--- config.mk ---
export PLATFORM = sky130hd
export DESIGN_NAME = lsu_ctrl
export DESIGN_NICKNAME = d
export VERILOG_FILES = /design/src/rtl/lsu_pkg.sv /design/src/rtl/lsu_align.sv /design/src/rtl/lsu_ctrl.sv
export SDC_FILE = /design/constraint.sdc
export NUM_CORES = 1
export LEC_CHECK = 0
export ABC_AREA = 1
export BUFFER_PORTS_ARGS = -buffer_cell sky130_fd_sc_hd__buf_2
export CORE_MARGIN = 5
export CORE_UTILIZATION = 46
export CTS_CLUSTER_SIZE = 14
export DETAILED_ROUTE_END_ITERATION = 8
export GPL_ROUTABILITY_DRIVEN = 0
export GPL_TIMING_DRIVEN = 0
export PLACE_DENSITY = 0.77
export SKIP_LAST_GASP = 1
export SYNTH_ARGS = -nofsm -noshare
export SYNTH_HDL_FRONTEND = slang
export SYNTH_SLANG_ARGS = --single-unit
export TNS_END_PERCENT = 5
--- constraint.sdc ---
create_clock -name clk -period 2.9 [get_ports clk]
set_input_delay 0.145 -clock clk [delete_from_list [all_inputs] [get_ports clk]]
set_output_delay 0.145 -clock clk [all_outputs]
set_load 0.005 [all_outputs]
--- src/rtl/lsu_pkg.sv ---
// ============================================================================
// Module   : lsu_pkg
// Brief    : Shared memop encodings, FSM state type and access-legality helpers
// Revision : 1.0 - initial release
// ============================================================================
`default_nettype none

package lsu_pkg;

    localparam logic [2:0] MEMOP_B  = 3'b000;
    localparam logic [2:0] MEMOP_BU = 3'b100;
    localparam logic [2:0] MEMOP_H  = 3'b001;
    localparam logic [2:0] MEMOP_HU = 3'b101;
    localparam logic [2:0] MEMOP_W  = 3'b010;

    typedef enum logic [1:0] {
        ST_IDLE   = 2'd0,
        ST_REQ    = 2'd1,
        ST_WAIT_R = 2'd2,
        ST_RESP   = 2'd3
    } lsu_state_e;

    function automatic logic is_illegal(input logic [2:0] memop);
        return (memop == 3'b011) || (memop == 3'b110) || (memop == 3'b111);
    endfunction

    // Byte accesses are always aligned; illegal memops are rejected separately.
    function automatic logic is_misaligned(input logic [2:0] memop, input logic [1:0] addr_lo);
        logic v;
        v = 1'b0;
        if (memop == MEMOP_W)
            v = (addr_lo != 2'b00);
        else if ((memop == MEMOP_H) || (memop == MEMOP_HU))
            v = addr_lo[0];
        return v;
    endfunction

endpackage

`default_nettype wire

--- src/rtl/lsu_align.sv ---
// ============================================================================
// Module   : lsu_align
// Brief    : Byte-lane strobes, write-data replication and load extraction
// Revision : 1.0 - initial release
// ============================================================================
`default_nettype none

module lsu_align
    import lsu_pkg::*;
(
    input  logic [2:0]  i_memop,
    input  logic [1:0]  i_addr_lo,
    input  logic [31:0] i_wdata,
    input  logic [31:0] i_rdata,
    output logic [3:0]  o_wstrb,
    output logic [31:0] o_wdata,
    output logic [31:0] o_rdata
);

    logic [31:0] w_shifted;

    // memop[2] selects zero extension; memop[1:0] selects the access size.
    always_comb begin
        w_shifted = i_rdata >> {i_addr_lo, 3'b000};
        o_wstrb   = 4'b1111;
        o_wdata   = i_wdata;
        o_rdata   = w_shifted;
        case (i_memop[1:0])
            MEMOP_B[1:0]: begin
                o_wstrb = 4'b0001 << i_addr_lo;
                o_wdata = {4{i_wdata[7:0]}};
                o_rdata = {{24{~i_memop[2] & w_shifted[7]}}, w_shifted[7:0]};
            end
            MEMOP_H[1:0]: begin
                o_wstrb = 4'b0011 << i_addr_lo;
                o_wdata = {2{i_wdata[15:0]}};
                o_rdata = {{16{~i_memop[2] & w_shifted[15]}}, w_shifted[15:0]};
            end
            default: begin
                o_wstrb = 4'b1111;
                o_wdata = i_wdata;
                o_rdata = w_shifted;
            end
        endcase
    end

endmodule

`default_nettype wire

--- src/rtl/lsu_ctrl.sv ---
// ============================================================================
// Module   : lsu_ctrl
// Brief    : Load/store unit: core handshake, aligned bus request, response
// Revision : 1.0 - initial release
// ============================================================================
`default_nettype none

module lsu_ctrl
    import lsu_pkg::*;
#(
    parameter int TIMEOUT_CYCLES = 255
) (
    input  logic        clk,
    input  logic        rst,
    input  logic        req_valid,
    output logic        req_ready,
    input  logic        req_wen,
    input  logic [31:0] req_addr,
    input  logic [31:0] req_wdata,
    input  logic [2:0]  req_memop,
    output logic        resp_valid,
    output logic [31:0] resp_rdata,
    output logic        resp_err,
    output logic        mem_req_valid,
    input  logic        mem_req_ready,
    output logic [31:0] mem_addr,
    output logic        mem_wen,
    output logic [3:0]  mem_wstrb,
    output logic [31:0] mem_wdata,
    input  logic        mem_rvalid,
    input  logic [31:0] mem_rdata
);

    localparam int CNT_W = $clog2(TIMEOUT_CYCLES + 1);

    lsu_state_e       r_state;
    lsu_state_e       w_state_nxt;
    logic             r_wen;
    logic [31:0]      r_addr;
    logic [31:0]      r_wdata;
    logic [2:0]       r_memop;
    logic [31:0]      r_rdata;
    logic             r_err;
    logic [CNT_W-1:0] r_cnt;

    logic             w_accept;
    logic             w_bad;
    logic             w_timeout;
    logic [3:0]       w_wstrb;
    logic [31:0]      w_wdata;
    logic [31:0]      w_rdata_ext;

    assign w_accept  = req_valid & req_ready;
    assign w_bad     = is_illegal(req_memop) | is_misaligned(req_memop, req_addr[1:0]);
    // Last permitted WAIT_R cycle; rvalid in this cycle still wins.
    assign w_timeout = (r_cnt == CNT_W'(TIMEOUT_CYCLES - 1));

    lsu_align u_align (
        .i_memop   (r_memop),
        .i_addr_lo (r_addr[1:0]),
        .i_wdata   (r_wdata),
        .i_rdata   (mem_rdata),
        .o_wstrb   (w_wstrb),
        .o_wdata   (w_wdata),
        .o_rdata   (w_rdata_ext)
    );

    always_ff @(posedge clk or posedge rst) begin
        if (rst) begin
            r_state <= ST_IDLE;
            r_wen   <= 1'b0;
            r_addr  <= '0;
            r_wdata <= '0;
            r_memop <= '0;
            r_rdata <= '0;
            r_err   <= 1'b0;
            r_cnt   <= '0;
        end else begin
            r_state <= w_state_nxt;
            if (w_accept) begin
                r_wen   <= req_wen;
                r_addr  <= req_addr;
                r_wdata <= req_wdata;
                r_memop <= req_memop;
                r_rdata <= '0;
                r_err   <= w_bad;
            end
            if (r_state == ST_WAIT_R) begin
                r_cnt <= r_cnt + 1'b1;
                if (mem_rvalid)
                    r_rdata <= w_rdata_ext;
                else if (w_timeout)
                    r_err <= 1'b1;
            end else begin
                r_cnt <= '0;
            end
        end
    end

    always_comb begin
        w_state_nxt   = r_state;
        req_ready     = 1'b0;
        resp_valid    = 1'b0;
        resp_rdata    = '0;
        resp_err      = 1'b0;
        mem_req_valid = 1'b0;
        mem_addr      = '0;
        mem_wen       = 1'b0;
        mem_wstrb     = 4'b0000;
        mem_wdata     = '0;
        case (r_state)
            ST_IDLE: begin
                req_ready = 1'b1;
                if (req_valid)
                    w_state_nxt = w_bad ? ST_RESP : ST_REQ;
            end
            ST_REQ: begin
                mem_req_valid = 1'b1;
                mem_addr      = {r_addr[31:2], 2'b00};
                mem_wen       = r_wen;
                mem_wstrb     = r_wen ? w_wstrb : 4'b0000;
                mem_wdata     = r_wen ? w_wdata : 32'h0;
                if (mem_req_ready)
                    w_state_nxt = r_wen ? ST_RESP : ST_WAIT_R;
            end
            ST_WAIT_R: begin
                if (mem_rvalid || w_timeout)
                    w_state_nxt = ST_RESP;
            end
            ST_RESP: begin
                resp_valid  = 1'b1;
                resp_rdata  = r_rdata;
                resp_err    = r_err;
                w_state_nxt = ST_IDLE;
            end
            default: w_state_nxt = ST_IDLE;
        endcase
    end

endmodule

`default_nettype wire

==> results.yml, run 1 <==
status:
  outcome: "finished clean"
critical_path:
  crit_fanout: 10
  worstPathArrival_ns: 2.41
  r2r-end: "r_wdata[18]"
  r2r_cells: 6
  worstPathRequired_ns: 2.76
  critical_path_class: "reg -> out"
  cp.buffers_inverters: 4
  r2r-start: "r_state[0]"
  cp_top_family: "buffers and inverters"
  cp_cell_sequence: "inv_1, ha_1, nand2_1, inv_2, nand2_1, buf_2, a21oi_1, buf_2"
  cp-start-kind: "register"
  slowest_stage: "dfrtp_1"
  cp-end-kind: "output port"
  r2r_setup_slack_ns: 0.91
  slowest_delay_ns: 0.43
global_routing:
  grt_max_degree: 43
  grt_usage_pct: 25.1
  first_global_vias: 6601
  grt_antenna_before_repair: 0
  grt_pass1_wl_mm: 32.6
  overflow: 0
sta:
  maxSlewHeadroom_pct: 47.8
  hold_viol: 0
  skew_ns: 0.00430
  worst_slew_pin_slew_ns: 0.781
  rsz0062_at_grt: "no"
  period_share_pct: 88.1
  tns_ns: 0
  setup_viol: 0
  drv_slew: 0
  fmax_mhz: 391
  fin_crit_ns: 2.56
drt:
  drt_pre_antenna_iters: 5
  avgRoutedWirePerCell_um: 15.2
  num_vias: 6639
  drc: 0
  final_antenna_net_count: 0
  dr.first_iter.drc_count: 552
  via_per_inst: 4.97
  routed_wl_mm: 20.2
power:
  p_per_area_nw_per_um2: 914
  p_sw_share_pct: 43.2
  p_int_mw: 4.33
  vdd_drop_max_mv: 0.451
  p_leak_nw: 5.29
  p_comb_share_pct: 48.6
  switchingPower_mw: 3.29
  pwr-share-clk_pct: 17.1
  seqPwrFrac_pct: 34.3
synth:
  syn_avg_cell_area_um2: 7.05
  ys_seq_elements: 111
  yosysSeqAreaShare_pct: 44.4
  synth.distinct_cells: 33
  netlist_area_um2: 6250
  yosys_warnings: 0
  syn-instance-count: 887
die:
  die-area_um2: 16000
  ios: 210
  start_util_pct: 47.0
  die_h_um: 127
  die_x_um: 127
  fp.coreArea_um2: 13300
  rows: 42
clock_network:
  cts_root_buf: "clkbuf_16"
  insertion_delay_ns: 0.36
  cts_max_level: 3
  numCtsBuffers: 9
  clock_path_buffers: 2
  cts_tree: "yes"
  clk_pin_slew_ns: 0.07
  clock_sinks: 111
place:
  place_area_um2: 7550
  dp_hpwl_mm: 14.7
  placement.io_buffers: 207
hold_path:
  holdPathStages: 3
  min_from: "req_wdata[1]"
  holdPathEnd: "r_wdata[1]"
  hp-class: "in -> reg"
cells_and_area:
  area_delta_synth_final_pct: 33.3
  fin_area_um2: 8330
  drive_above_1_share_pct: 24.4
  final_nets: 1267
  num_antenna_cells: 0
flow_run:
  drv_cap: 0
[flip-flops by register name, summed over array words and instances, names as in the netlist]
register  count
r_addr       32
r_rdata      32
r_wdata      32
r_cnt         8
r_memop       3
r_state       2
r_err         1
r_wen         1
[layout by cell type, fill, tap and decap left out, drive strengths merged, types with 2 or more instances in the layout]
master	n
buf	241
dfrtp	111
nor2	30
nand3	76
inv	122
nand4	2
clkbuf	34
conb	2
nand2	380
o21ai	60
a21oi	20
nor3	3
o211ai	8
dlygate4sd3	47
ha	7
o22ai	9
[cells by family after synthesis]
family,after synthesis,share of synthesized area (%)
compound gates,98,8.39
xor+xnor,2,0.280
fa+ha+maj,7,1.40
buf+inv,176,12.3
flops,111,44.4
other cells,1,0.0600
simple gates,492,33.1
[area by class of cell]
type                       instances  area, um^2
fill                            1182        4960
inverter                         123         470
multi-input combinational        601        2710
buffer                            53         303
timing repair buffer             256        1550
tap                              176         220
sequential                       111        2780
clock buffer                      13         270
clock inverter                     2        38.8
[metrics by stage]
stage | std cells | setup WS (ns) | hold slack [ns] | util (%) | total power, mW
2_1_floorplan | 888 | 1.38 | 0.255 | - | 5.01
3_3_place_gp | 1271 | 0.650 | 0.340 | 56.5 | 6.13
3_5_place_dp | 1273 | 0.690 | 0.320 | 56.8 | 6.23
4_1_cts | 1335 | 0.298 | 0.000434 | 62.7 | 7.58
5_1_grt | 1335 | 0.205 | 0.00213 | 62.7 | 8.24
6_report | 1335 | 0.344 | 0.00158 | 62.7 | 7.62
[power groups by stage]
stage	logic [mW]	clock network [mW]	registers [mW]
floorplan	2.51	0	2.50
global placement	3.52	0	2.61
detailed placement	3.61	0	2.62
CTS	3.67	1.31	2.60
global route	4.18	1.37	2.69
finish	3.70	1.30	2.61
[worst register-to-register path, delay by kind of cell (launching register included)]
kind | cells | cell delay (ns)
adders and majority gates | 1 | 0.21
and+or+nand+nor | 1 | 0.31
AOI/OAI and AO/OA | 1 | 0.14
buffers and inverters | 3 | 0.78
DFF | 1 | 0.42
[metal layers]
metal | share of wire, % | routed length, um | track usage [%] | up-vias
li1 | - | - | - | 3248
met1 | 40 | 8170 | 31.6 | 2999
met2 | 47 | 9490 | 41.6 | 349
met3 | 10 | 2020 | 6.68 | 43
met4 | 2.8 | 561 | 9.53 | 0
met5 | 0 | 0 | 0 | -
[worst max path at each step]
stage / to / startpoint / cells past startpoint / slack [ns]
2_1_floorplan: mem_wdata[12] / r_state[1] / 9 / 1.38
6_report: mem_wdata[25] / r_state[1] / 8 / 0.34
5_1_grt: mem_wdata[28] / r_state[1] / 8 / 0.20
3_3_place_gp: r_addr[22] / rst / 2 / 0.65
4_1_cts: mem_wdata[25] / r_state[1] / 8 / 0.30
3_5_place_dp: mem_wdata[25] / r_state[1] / 8 / 0.69
[what timing repair did]
action                                 4_1_cts  5_1_grt
hold buffers                                47        0
endpoints found under the hold margin       78        0
gates resized for setup                      0        0
setup endpoints to repair                    0        0
setup buffers                                0        0
[cells in the mapped netlist]
cell      instances  area (um^2)
xnor2_1           1         8.76
buf_6             4         45.0
dfrtp_1         111         2780
nor2_1           27          101
xor2_1            1         8.76
nand3_1          60          300
inv_4             2         12.5
nor2_2            2         12.5
nand3_2          15          150
buf_4             7         52.6
nand2b_1          1         6.26
o22ai_1           9         56.3
nand2_1         375         1410
o211ai_1          8         60.1
o21ai_1          14         70.1
clkbuf_1         21         78.8
a21oi_1          20          100
buf_12            1         20.0
nor2_4            1         11.3
nor3_1            3         15.0
inv_2             4         15.0
nand4_1           2         12.5
nand2_2           4         25.0
a211oi_1          1         7.51
nand3_4           1         17.5
inv_1           117          439
buf_8             1         15.0
buf_1             3         11.3
buf_2            16         80.1
ha_1              7         87.6
nand2_4           1         11.3
conb_1            1         3.75
o21ai_0          46          230
(Power assumes the default switching activity.)
==> run 2: changes to the inputs <==
- ABC_AREA: 1 -> unset
- CORE_UTILIZATION: 46 -> 45
- PLACE_DENSITY: 0.77 -> 0.76
==> results.yml, run 2 <==
status:
  outcome: "finished clean"
critical_path:
  cp-start-kind: "register"
  cp_cell_sequence: "inv_1, ha_1, nand2_1, clkbuf_1, buf_1, nor2_1, buf_2"
  crit_fanout: 10
  slowest_delay_ns: 0.47
  slowest_stage: "buf_1"
  critical_path_class: "reg -> out"
  r2r-start: "r_state[0]"
  cp-end-kind: "output port"
  worstPathRequired_ns: 2.76
  worstSetupStartpoint: "r_state[1]"
  worstPathArrival_ns: 2.53
synth:
  yosys_warnings: 0
  synth.distinct_cells: 40
  synthTopCellsByArea: "dfrtp_1 (47%), mux2_2 (15%), and2_1 (8.3%)"
  yosysSeqAreaShare_pct: 47.3
  ys_seq_elements: 111
  synthFlopType: "dfrtp_1"
  syn_avg_cell_area_um2: 10.7
  synthTopCellsByCount: "dfrtp_1 (111), and2_1 (78), mux2_2 (76), a21oi_1 (39), nor2_1 (39)"
  syn-instance-count: 549
  synth_edf_count: 0
  synth_most_common_cell: "dfrtp_1"
  netlist_area_um2: 5870
  synth_top_area_share_pct: 47.3
  yosysTopAreaCell: "dfrtp_1"
  async_flop_share_pct: 100
drt:
  num_vias: 5104
  via_per_inst: 5.37
  final_antenna_net_count: 0
  drt_pre_antenna_iters: 4
  route.met3.wl_mm: 1.87
  drc: 0
  dr.first_iter.drc_count: 391
  route.met2.wl_mm: 8.31
  wl_met1_mm: 6.98
  routed_wl_mm: 17.7
  top_layer_used: "met5"
  avgRoutedWirePerCell_um: 18.6
sta:
  hold_viol: 0
  setup_viol: 0
  timing.final.ws_setup_ns: 0.228
  fin_crit_ns: 2.67
  skew_ns: 0.00615
  maxSlewHeadroom_pct: 20.1
  tns_ns: 0
  worst_slew_pin_slew_ns: 1.19
  fmax_mhz: 374
  rsz0062_at_grt: "no"
  drv_slew: 0
  period_share_pct: 92.1
cells_and_area:
  final_nets: 884
  reg_top3: "r_addr x32, r_rdata x32, r_wdata x32"
  mostFrequentLayoutCell: "buf_2"
  layout_common_cells: "buf_2 (218), dfrtp_1 (111), and2_1 (78)"
  drive_above_1_share_pct: 41.2
  fin_area_um2: 7490
  area_delta_synth_final_pct: 27.5
  fill_cells: 1090
die:
  rows: 41
  fp.coreArea_um2: 12700
  ios: 210
  die_x_um: 124
  start_util_pct: 46.2
  die-area_um2: 15400
  die_h_um: 124
place:
  place_area_um2: 7170
  dp_hpwl_mm: 13.8
  placement.io_buffers: 207
  post-place-ws_ns: 0.550
power:
  p_leak_nw: 3.86
  p_per_area_nw_per_um2: 983
  vdd_drop_max_mv: 0.603
clock_network:
  insertion_delay_ns: 0.36
  clock_path_buffers: 2
  cts_max_level: 3
  numCtsBuffers: 9
  cts_tree: "yes"
  cts_resized: 0
  clk_pin_slew_ns: 0.08
  hold_buffers: 1
  cts_root_buf: "clkbuf_16"
  clock_sinks: 111
  cts_setup_buffers: 0
global_routing:
  first_global_vias: 5436
  grt_max_degree: 44
  grt_usage_pct: 22.9
  grt_antenna_before_repair: 4
  grt_pass1_wl_mm: 28.7
  overflow: 0
hold_path:
  min_from: "req_addr[20]"
  hp-class: "in -> reg"
flow_run:
  drv_cap: 0
run 2: cell count changes after synthesis, sizes merged, moves of 9 or more:
cell	previous run	this run
a21oi	20	39
a221o	0	16
and2	0	78
and3	0	10
buf	32	22
inv	123	8
mux2	0	77
mux2i	0	36
nand2	380	30
nand3	76	3
nor2	30	39
o21ai	60	17
o22ai	9	0
run 2: cells by family after synthesis:
group	count (synthesis)	share of synthesized area [%]
buf+inv	48	3.68
other cells	1	0.0638
simple gates	174	15.5
mux	113	21.0
fa+ha+maj	7	1.49
compound gates	89	10.1
flops	111	47.3
xor+xnor	6	0.895
run 2: area by class of cell:
cell class                 instances  area [um^2]  area share (%)
antenna                            2         5.00          0.0668
inverter                           8         33.8           0.451
clock buffer                      10          229            3.06
tap                              172          215            2.87
buffer                            40          186            2.49
multi-input combinational        391         2880            38.5
sequential                       111         2780            37.1
timing repair buffer             211         1100            14.6
clock inverter                     6         63.8           0.852
run 2: metrics by stage:
step | std cells | power [mW] | utilization, % | hold slack (ns)
5_1_grt | 951 | 7.90 | 58.9 | 0.0000460
2_1_floorplan | 550 | 4.91 | - | 0.290
3_5_place_dp | 931 | 6.15 | 56.4 | 0.308
6_report | 951 | 7.37 | 58.9 | 0.00883
3_3_place_gp | 929 | 6.00 | 56.1 | 0.377
4_1_cts | 948 | 7.40 | 58.8 | 0.00146
run 2: final timing paths:
path	end	slack (ns)	cells past startpoint
min	r_addr[20]	0.009	2
min reg2reg	r_addr[20]	0.50	1
min in group asynchronous	r_addr[6]	0.45	3
max	mem_wstrb[0]	0.23	7
max reg2reg	r_rdata[31]	0.50	7
max in group asynchronous	r_wdata[7]	1.79	4
run 2: routing by layer:
metal | global-route usage (%) | vias to the layer above
met4 | 9.16 | 4
met2 | 36.7 | 254
met3 | 8.75 | 44
li1 | - | 2354
met5 | 0 | -
met1 | 27.8 | 2448
run 2: critical path, delay by kind of cell (launching register included):
kind / cells / cell delay, ns
DFF: 1 / 0.42
adders and majority gates: 1 / 0.29
and+or+nand+nor: 2 / 0.31
buffers and inverters: 4 / 1.16
run 2: report_power, final:
group	total, mW	switching, mW	internal [mW]
Combinational	3.42	1.75	1.67
Sequential	2.72	0.499	2.22
Clock	1.23	0.616	0.610
